**src/rtl/serial_subtractor.sv**
```systemverilog
// ============================================================================
// serial_subtractor : bit-serial A - B - Bin, one bit per clock, start/busy/done
// Option macro: SERIAL_SUB_SAT_EN (clamp Diff to 0 on unsigned underflow)
// Revision: 1.0
// ============================================================================
`default_nettype none

module serial_subtractor #(
  parameter int WIDTH = 8
) (
  input  logic             clk,
  input  logic             rst,
  input  logic             start,
  input  logic [WIDTH-1:0] A,
  input  logic [WIDTH-1:0] B,
  input  logic             Bin,
  output logic             busy,
  output logic             done,
  output logic [WIDTH-1:0] Diff,
  output logic             Bout,
  output logic             Ovf
);

  localparam int CW = (WIDTH > 1) ? $clog2(WIDTH) : 1;
  localparam logic [CW-1:0] C_LAST = CW'(WIDTH - 1);

  typedef enum logic [1:0] {
    IDLE  = 2'd0,
    SHIFT = 2'd1,
    DONE  = 2'd2
  } state_t;

  state_t           r_state;
  logic [WIDTH-1:0] r_a_sr;
  logic [WIDTH-1:0] r_b_sr;
  logic [WIDTH-1:0] r_res_sr;
  logic             r_br;
  logic             r_a_msb;
  logic             r_b_msb;
  logic [CW-1:0]    r_cnt;

  logic             w_a;
  logic             w_b;
  logic             w_d;
  logic             w_br_next;
  logic [WIDTH-1:0] w_diff_full;

  // Full-subtractor cell on the current LSBs
  assign w_a         = r_a_sr[0];
  assign w_b         = r_b_sr[0];
  assign w_d         = w_a ^ w_b ^ r_br;
  assign w_br_next   = (~w_a & w_b) | (~(w_a ^ w_b) & r_br);
  assign w_diff_full = {w_d, r_res_sr[WIDTH-1:1]};

  always_ff @(posedge clk or posedge rst) begin
    if (rst) begin
      r_state  <= IDLE;
      r_a_sr   <= '0;
      r_b_sr   <= '0;
      r_res_sr <= '0;
      r_br     <= 1'b0;
      r_a_msb  <= 1'b0;
      r_b_msb  <= 1'b0;
      r_cnt    <= '0;
      busy     <= 1'b0;
      done     <= 1'b0;
      Diff     <= '0;
      Bout     <= 1'b0;
      Ovf      <= 1'b0;
    end else begin
      done <= 1'b0;
      case (r_state)
        IDLE: begin
          if (start) begin
            r_a_sr  <= A;
            r_b_sr  <= B;
            r_br    <= Bin;
            r_a_msb <= A[WIDTH-1];
            r_b_msb <= B[WIDTH-1];
            r_cnt   <= '0;
            busy    <= 1'b1;
            r_state <= SHIFT;
          end
        end
        SHIFT: begin
          r_a_sr   <= r_a_sr >> 1;
          r_b_sr   <= r_b_sr >> 1;
          r_res_sr <= w_diff_full;
          r_br     <= w_br_next;
          r_cnt    <= r_cnt + CW'(1);
          if (r_cnt == C_LAST) begin
            // Results are taken from the final bit's combinational values
`ifdef SERIAL_SUB_SAT_EN
            Diff <= w_br_next ? '0 : w_diff_full;
`else
            Diff <= w_diff_full;
`endif
            Bout    <= w_br_next;
            Ovf     <= (r_a_msb ^ r_b_msb) & (w_d ^ r_a_msb);
            busy    <= 1'b0;
            done    <= 1'b1;
            r_state <= DONE;
          end
        end
        DONE: begin
          r_state <= IDLE;
        end
        default: begin
          busy    <= 1'b0;
          r_state <= IDLE;
        end
      endcase
    end
  end

endmodule

`default_nettype wire

```
**config.mk**
```make
export PLATFORM = sky130hd
export DESIGN_NAME = serial_subtractor
export DESIGN_NICKNAME = d
export VERILOG_FILES = /design/src/rtl/serial_subtractor.sv
export SDC_FILE = /design/constraint.sdc
export NUM_CORES = 1
export LEC_CHECK = 0
export ABC_CLOCK_PERIOD_IN_PS = 1600
export BUFFER_PORTS_ARGS = -buffer_cell sky130_fd_sc_hd__buf_2
export CAP_MARGIN = 20
export CORE_MARGIN = 2
export CORE_UTILIZATION = 40
export DETAILED_ROUTE_END_ITERATION = 7
export GPL_ROUTABILITY_DRIVEN = 0
export HOLD_SLACK_MARGIN = 0.08
export PLACE_DENSITY = 0.63
export SYNTH_ARGS = -nofsm -noshare
export SYNTH_HDL_FRONTEND = slang
export SYNTH_SLANG_ARGS = --single-unit
```
**constraint.sdc**
```tcl
create_clock -name clk -period 1.6 [get_ports clk]
set_clock_uncertainty 0.05 [all_clocks]
set_input_delay 0.16 -clock clk [delete_from_list [all_inputs] [get_ports clk]]
set_output_delay 0.16 -clock clk [all_outputs]
set_load 0.005 [all_outputs]
```
# Word-level counts from Yosys, hierarchy flattened
# Index checks and enable logic that the tools add are counted.
[word_totals]
reg_bits = 44
input_bits = 20
out_inout_bits = 12
wordCells = 53
[classes]
add_sub_neg = 1
n_eq_ne = 5
mux = 16
n_bitwise = 11
reduce_logical = 7
[op_table]
columns = ["cell", "count"]
rows = [
  ["$pmux 8 s2", 2],
  ["$mux 8", 2],
  ["$reduce_and 2->1", 4],
  ["$pmux 3 s2", 1],
  ["$mux 1", 5],
  ["$mux 2", 2],
  ["$ne 2x2->1 const B", 2],
  ["$pmux 2 s2", 1],
  ["$xor 1x1->1", 4],
  ["$add 3x1->3 const B", 1],
  ["$and 1x1->1", 3],
  ["$eq 3x3->1 const B", 1],
  ["$mux 3", 1],
  ["$not 1->1", 3],
  ["$pmux 1 s3", 1],
  ["$reduce_and 3->1", 1],
  ["$eq 2x1->1 const B", 1],
  ["$eq 2x2->1 const B", 1],
  ["$logic_not 2->1", 1],
  ["$pmux 1 s2", 1],
  ["$reduce_bool 2->1", 1],
  ["$or 1x1->1", 1],
]

# Logic depth before layout (Yosys ltp)
# Gate-level depths: netlist of run 1.
[logic_depth]
depth_word = 5
mapped_depth = 6
depth_no_buf = 5

# Worst setup path before layout of run 1
# Ideal clock, no wire load.
[synth_path]
path_type = "register to register"
start = "register r_cnt[0]"
end = "register Diff[3]"
setup_ns = 0.125
arrival_ns = 1.403
t_required_ns = 1.425
path_slack_ns = 0.022
path_stages_with_launch = 6
path_buffers = 1
period_less_slack_ns = 1.578
path_cell_list = "dfrtp_1 -> ha_1 -> ha_1 -> nand3b_4 -> buf_2 -> mux2_2"
[synth_between]
elab_chain_len = 2
[synth_lines]
columns = ["item", "line", "rtl"]
rows = [
  ["start, declared", "40", "logic [CW-1:0] r_cnt;"],
  ["start signal, assigned", "90", "r_cnt <= r_cnt + CW'(1);"],
  ["$eq 3x3->1", "91", "if (r_cnt == C_LAST) begin"],
  ["$reduce_and 2->1 (no line)", "-", ""],
  ["end signal, assigned", "96", "Diff <= w_diff_full;"],
  ["end, declared", "19", "output logic [WIDTH-1:0] Diff,"],
]
# Every way passes these cells.
# A chain may end at the register's enable or synchronous reset.

# Worst setup path after layout of run 1
[layout_path]
start = "register r_state[0]"
end = "register r_res_sr[1]"
[layout_between]
elab_chain_len = 1
[layout_lines]
columns = ["item", "line", "rtl"]
rows = [
  ["start, declared", "33", "state_t r_state;"],
  ["start signal, assigned", "57", "r_state <= IDLE;"],
  ["start signal, assigned", "82", "r_state <= SHIFT;"],
  ["start signal, assigned", "102", "r_state <= DONE;"],
  ["$eq 2x1->1", "72", "case (r_state)"],
  ["end signal, assigned", "88", "r_res_sr <= w_diff_full;"],
  ["end, declared", "36", "logic [WIDTH-1:0] r_res_sr;"],
]
# Every way passes these cells.

==> flow_summary.yaml, run 1 <==
power_and_ir_drop:
  switching_share_pct: 33.3
  switchingPower_mw: 1.35
  seqPwrFrac_pct: 46.2
  clkPwrFrac_pct: 16.7
  p_per_area_mw_per_mm2: 1790
  leakagePower_nw: 1.13
  ir_drop_uv: 508
  pwr-share-comb_pct: 37.2
  p_int_mw: 2.70
clock_network:
  h-tree-depth: 2
  clkSinkCount: 43
  numCtsBuffers: 5
  cts_root_buffer: "clkbuf_8"
  clkLatencyLatePin_ps: 300
  clockBufferDepth: 2
  clk_pin_slew_ps: 80
  cts_tree: "built"
critical_path:
  r2r_end: "r_res_sr[1]"
  crit_end: "r_res_sr[1]"
  setup.worst_path.start: "r_state[0]"
  crit_type: "register to register"
  path_delay_family: "flip-flops"
  slowest_stage: "dfrtp_1"
  r2r-start: "r_state[0]"
  path_cells: "nor2b_1 -> buf_4 -> mux2_2"
  critPathArrivalTime_ps: 1630
  cp_data_required_time_ps: 1730
  cp.depth: 3
  cp_max_fo: 9
  reg2reg_setup_slack_ps: 100
  worstRegToRegCells: 3
  cp_slowest_stage_delay_ps: 540
  endpoint_kind: "register"
  cp-start-kind: "register"
  crit_buf_inv: 1
routing:
  vias: 1299
  ant_nets: 0
  wl_mm: 3.67
  wl_per_cell_um: 14.4
  remaining_drc_errors: 0
  drtIter0Drc: 93
  vias_per_cell: 5.09
  drtPass1Iterations: 4
job:
  max_cap_viol_count: 0
floorplanning:
  core_mm2: 0.00466
  fp-row-count: 25
  die_h_um: 72.9
  start_util_pct: 40.7
  dieArea_mm2: 0.00531
  die_w_um: 72.9
  ios: 32
global_routing:
  antenna_found_initial: 0
  gr-usage-all-layers_pct: 15.0
  grt_pass1_wl_mm: 6.03
  overflow: 0
  first_global_vias: 1320
  grt_max_degree: 44
timing:
  worst_slew_pin_slew_ps: 530
  setup_viol: 0
  hold_viol: 0
  min_period_over_period_pct: 93.6
  slew_violations: 0
  fmax_mhz: 668
  fin_setup_tns_ps: 0
  rsz0062_at_grt: "false"
  min_period_ps: 1500
  slew_headroom_pct: 64.7
final_layout:
  finalNetCount: 223
  num-fill-cells: 434
  syn_to_final_growth_pct: 18.9
  multiInputGateArea_um2: 732
  seqCellArea_mm2: 0.00108
  fin_cells: 255
  diodes: 0
  final_layout_size_suffix_gt1_share_pct: 35.8
logic_synthesis:
  syn_inst: 158
  synth_area_leader_cell: "dfrtp_1"
  avgSynthCellArea_um2: 12.0
  yosys.area.top_type_share_pct: 56.7
  synth_most_common_cell: "dfrtp_1"
  async_flop_share_pct: 100
  synth_ff_type: "dfrtp_1"
  syn_area_mm2: 0.00190
  synth_nets: 181
  synth_edf_count: 0
  synthTopCellsByArea: "dfrtp_1 (57%), mux2_2 (8.9%), and3b_1 (4.6%)"
  ys_seq_area_share_pct: 56.7
  synthDistinctLibCells: 24
  synthTopCellsByCount: "dfrtp_1 (43), nand2_1 (17), mux2_2 (15)"
  ys_seq_elements: 43
  yosys_warnings: 0
status:
  run_status: "completed"
placed_design:
  port_buffers: 31
  dp.final_hpwl_mm: 2.53
  dp_cells: 241
worst_hold_path:
  hp-class: "input port to register"
-- worst min-delay path by stage --
| stage | start | end | slack [ps] | cells after the start |
|---|---|---|---|---|
| global placement | rst | done | 260 | 3 |
| finish | Bin | r_br | 90 | 3 |
| floorplan | A[7] | r_a_sr[7] | 240 | 1 |
| global route | Bin | r_br | 110 | 3 |
| CTS | Bin | r_br | 90 | 3 |
| detailed placement | rst | done | 280 | 3 |
-- cells by family (layout without fill, tap and decap cells) --
kind of cell    after synthesis  in the layout  synth area share [%]
buf+inv                      18             60                  5.41
fa+ha+maj                     3              3                  2.37
mux                          18             18                  11.3
simple gates                 35             36                  11.7
compound gates               41             41                  12.5
flops                        43             43                  56.7
-- cell type report --
cell class,instances,area share (%)
clock buffer,6,3.22
clock inverter,2,0.555
inverter,7,1.17
multi-input combinational,98,32.5
sequential,43,47.7
tap,54,3.00
timing repair buffer,45,11.9
-- power groups by stage --
stage	logic, mW	registers [mW]	clock network (mW)
5_1_grt	1.69	1.93	0.731
3_3_place_gp	1.43	1.84	0
4_1_cts	1.51	1.86	0.691
6_report	1.51	1.87	0.674
2_1_floorplan	1.14	1.80	0
3_5_place_dp	1.50	1.88	0
-- registers in the layout, summed over array words and instances (netlist names) --
register,count
Ovf,1
r_br,1
r_b_sr,8
r_cnt,3
done,1
busy,1
r_b_msb,1
r_res_sr,7
Bout,1
r_state,2
Diff,8
r_a_msb,1
r_a_sr,8
-- repair_timing --
| action | CTS | global route |
|---|---|---|
| hold buffers | 3 | 0 |
| endpoints found under the setup margin | 0 | 8 |
| setup buffers | 0 | 2 |
| resized for setup | 0 | 1 |
| endpoints found under the hold margin | 47 | 0 |
-- placed cells by master (no fill, tap or decap) --
cell           instances
dfrtp_1               43
buf_2                 31
nand2_1               17
mux2_2                15
a21oi_1               14
buf_4                 11
and3b_1               10
o21ai_1                9
o21ai_0                8
inv_1                  7
clkbuf_8               5
nor2b_1                4
a22oi_1                4
a22o_1                 4
mux2_4                 3
dlygate4sd3_1          3
o21bai_2               1
nand3b_4               1
nor2b_4                1
nor3b_1                1
o22ai_1                1
nor2_1                 1
fa_1                   1
ha_1                   1
ha_2                   1
clkinv_2               1
clkinvlp_4             1
clkbuf_1               1
nand3b_2               1
-- layer usage --
layer  share of wire (%)  routed length [µm]  track usage [%]
met1                  45                1650             18.3
met2                  50                1820             23.8
met3                 3.2                 117             2.49
met4                 2.3                  83             11.1
met5                   0                   0                0
-- through the flow --
step | worst slack [ps] | instance area (µm²) | power, mW | utilization [%] | hold WS, ps
2_1_floorplan | 22.4 | 1900 | 2.94 | - | 243
3_3_place_gp | 110 | 2110 | 3.28 | 45.3 | 257
3_5_place_dp | 52.5 | 2110 | 3.38 | 45.3 | 278
4_1_cts | 39.4 | 2230 | 4.06 | 47.8 | 88.0
5_1_grt | 16.9 | 2250 | 4.36 | 48.4 | 114
6_report | 102 | 2250 | 4.05 | 48.4 | 90.8
-- worst min-delay path, stage by stage --
cell and delay (ps):
buf_2 80, a21oi_1 50, o21ai_1 110
(Power assumes the default switching activity.)
==> run 2, diff against run 1 <==
ABC_AREA = 1   (was unset)
==> run 2 against run 1 <==
Effect of this change:
- maximum frequency up 5.9%
- die area up 2.5%
- critical path depth rose by 3
- cell count rose by 34%
- final area increased by 3.9%
- sequential cell count is the same
- synthesized cell count is 48% higher
- register-to-register slack improved by 80 ps
- critical path type unchanged
- total power grew 10%
- core utilization is 1.2 points higher
- clock power is 46% higher
- global-route usage up 0.95 points
==> flow_summary.yaml, run 2 <==
clock_network:
  clk_pin_slew_ps: 80
  cts_setup_buffers: 0
  clockBufferDepth: 2
  cts-resized-gates: 0
  cts_root_buffer: "clkbuf_8"
  numCtsBuffers: 5
  ctsHoldBuffers: 4
  h-tree-depth: 2
  clkLatencyLatePin_ps: 290
  cts_tree: "built"
  clkSinkCount: 43
logic_synthesis:
  yosys_warnings: 0
  synthTopCellsByArea: "dfrtp_1 (55%), nand2_1 (14%), nand3_1 (7.2%)"
  async_flop_share_pct: 100
  ys_seq_area_share_pct: 55.3
  yosys.area.top_type_share_pct: 55.3
  syn_area_mm2: 0.00195
  synth_edf_count: 0
  synth_area_leader_cell: "dfrtp_1"
  synthDistinctLibCells: 18
  syn_inst: 234
  ys_seq_elements: 43
  synth_most_common_cell: "nand2_1"
  avgSynthCellArea_um2: 8.32
  synthTopCellsByCount: "nand2_1 (73), dfrtp_1 (43), inv_1 (30)"
  synth_ff_type: "dfrtp_1"
  synth_nets: 257
routing:
  wl_mm: 3.64
  vias_per_cell: 4.41
  wl_per_cell_um: 10.7
  ant_nets: 0
  remaining_drc_errors: 0
  drtPass1Iterations: 4
  vias: 1503
  drtIter0Drc: 132
power_and_ir_drop:
  ir_drop_uv: 752
  switching_share_pct: 36.1
  leakagePower_nw: 1.29
  seqPwrFrac_pct: 41.1
  pwr-share-comb_pct: 36.9
  p_int_mw: 2.85
  finalPower_mw: 4.47
  switchingPower_mw: 1.61
  p_per_area_mw_per_mm2: 1910
  clkPwrFrac_pct: 22.0
timing:
  min_period_ps: 1410
  slew_headroom_pct: 64.1
  setup_viol: 0
  slew_violations: 0
  fmax_mhz: 707
  fin_setup_tns_ps: 0
  worst_slew_pin_slew_ps: 538
  min_period_over_period_pct: 88.4
  fin_ws_ps: 185
  rsz0062_at_grt: "false"
  hold_viol: 0
status:
  run_status: "completed"
final_layout:
  final_common_cell: "nand2_1"
  finalNetCount: 296
  num-fill-cells: 483
  diodes: 0
  final_cell_mix: "nand2_1 (73), dfrtp_1 (43), buf_2 (31), inv_1 (30), nand3_1 (28)"
  reg_top3: "Diff x8, r_a_sr x8, r_b_sr x8"
  syn_to_final_growth_pct: 20.4
  final_layout_size_suffix_gt1_share_pct: 19.3
critical_path:
  critPathArrivalTime_ps: 1550
  cp_data_required_time_ps: 1740
  endpoint_kind: "register"
  crit_type: "register to register"
  cp_max_fo: 3
  cp-start-kind: "register"
placed_design:
  dp.final_hpwl_mm: 2.46
  port_buffers: 31
  dp_slack_ps: 182
floorplanning:
  ios: 32
  dieArea_mm2: 0.00544
  fp-row-count: 25
  start_util_pct: 41.2
  die_h_um: 73.8
  die_w_um: 73.8
  core_mm2: 0.00472
job:
  max_cap_viol_count: 0
global_routing:
  gr-usage-all-layers_pct: 16.0
  first_global_vias: 1486
  grt_pass1_wl_mm: 6.53
  grt_max_degree: 44
  overflow: 0
  antenna_found_initial: 0
worst_hold_path:
  hp-class: "input port to register"
[run 2: final cells by class]
type,count,area (µm²),share of cell area [%]
clock inverters,2,60.1,2.56
inverters,31,116,4.97
clock buffers,6,72.6,3.10
flip-flops and latches,43,1080,45.9
well taps,67,83.8,3.58
multi-input cells,151,694,29.6
repair buffers,41,240,10.3
[run 2: logic make-up (layout without fill, tap and decap cells)]
| logic type | Yosys count | count (layout) | share of synthesized area (%) |
|---|---|---|---|
| adder cells (fa/ha/maj) | 3 | 3 | 2.31 |
| buffers and inverters | 40 | 80 | 9.06 |
| AO/OA/AOI/OAI | 22 | 22 | 5.85 |
| AND/OR/NAND/NOR | 126 | 126 | 27.5 |
| flip-flops | 43 | 43 | 55.3 |
[run 2: per-layer routing]
layer | track usage, % | routed length (µm) | vias to the layer above
met3 | 4.66 | 193 | 6
met1 | 19.9 | 1730 | 665
li1 | - | - | 800
met5 | 0 | 0 | -
met2 | 26.1 | 1650 | 32
met4 | 6.06 | 66 | 0
[run 2: through the flow]
stage          hold slack [ps]  area (µm²)  utilization [%]  instances
2_1_floorplan              247        1950                -        234
4_1_cts                   85.6        2340             49.6        341
3_3_place_gp               276        2170             46.0        329
3_5_place_dp               282        2170             46.0        329
5_1_grt                    110        2340             49.6        341
6_report                  91.6        2340             49.6        341
[run 2: path summary, 6_finish.rpt]
check                      slack [ps]  cells past startpoint        start     endpoint
max in group asynchronous         650                      4          rst      r_a_msb
min in group asynchronous         490                      4          rst  r_res_sr[3]
min reg2reg                       430                      2  r_res_sr[1]      Diff[0]
max reg2reg                       190                      6    r_a_sr[0]          Ovf
min                                90                      5         A[3]    r_a_sr[3]
max                               190                      6    r_a_sr[0]          Ovf
[run 2: power groups by stage]
stage	sequential (mW)	clock, mW	combinational, mW
final	1.83	0.984	1.65
after global routing	1.91	1.05	1.98
after CTS	1.84	1.01	1.69
after detailed placement	1.86	0	1.66
after global placement	1.86	0	1.63
after floorplan	1.82	0	1.27
[run 2: worst max-delay path, cell delays in order, from the launching register on]
cell     delay (ps)
dfrtp_1         400
fa_1            550
inv_1            70
nand3_1          80
nand2_1          50
nand2_1          50
nand2_1          50
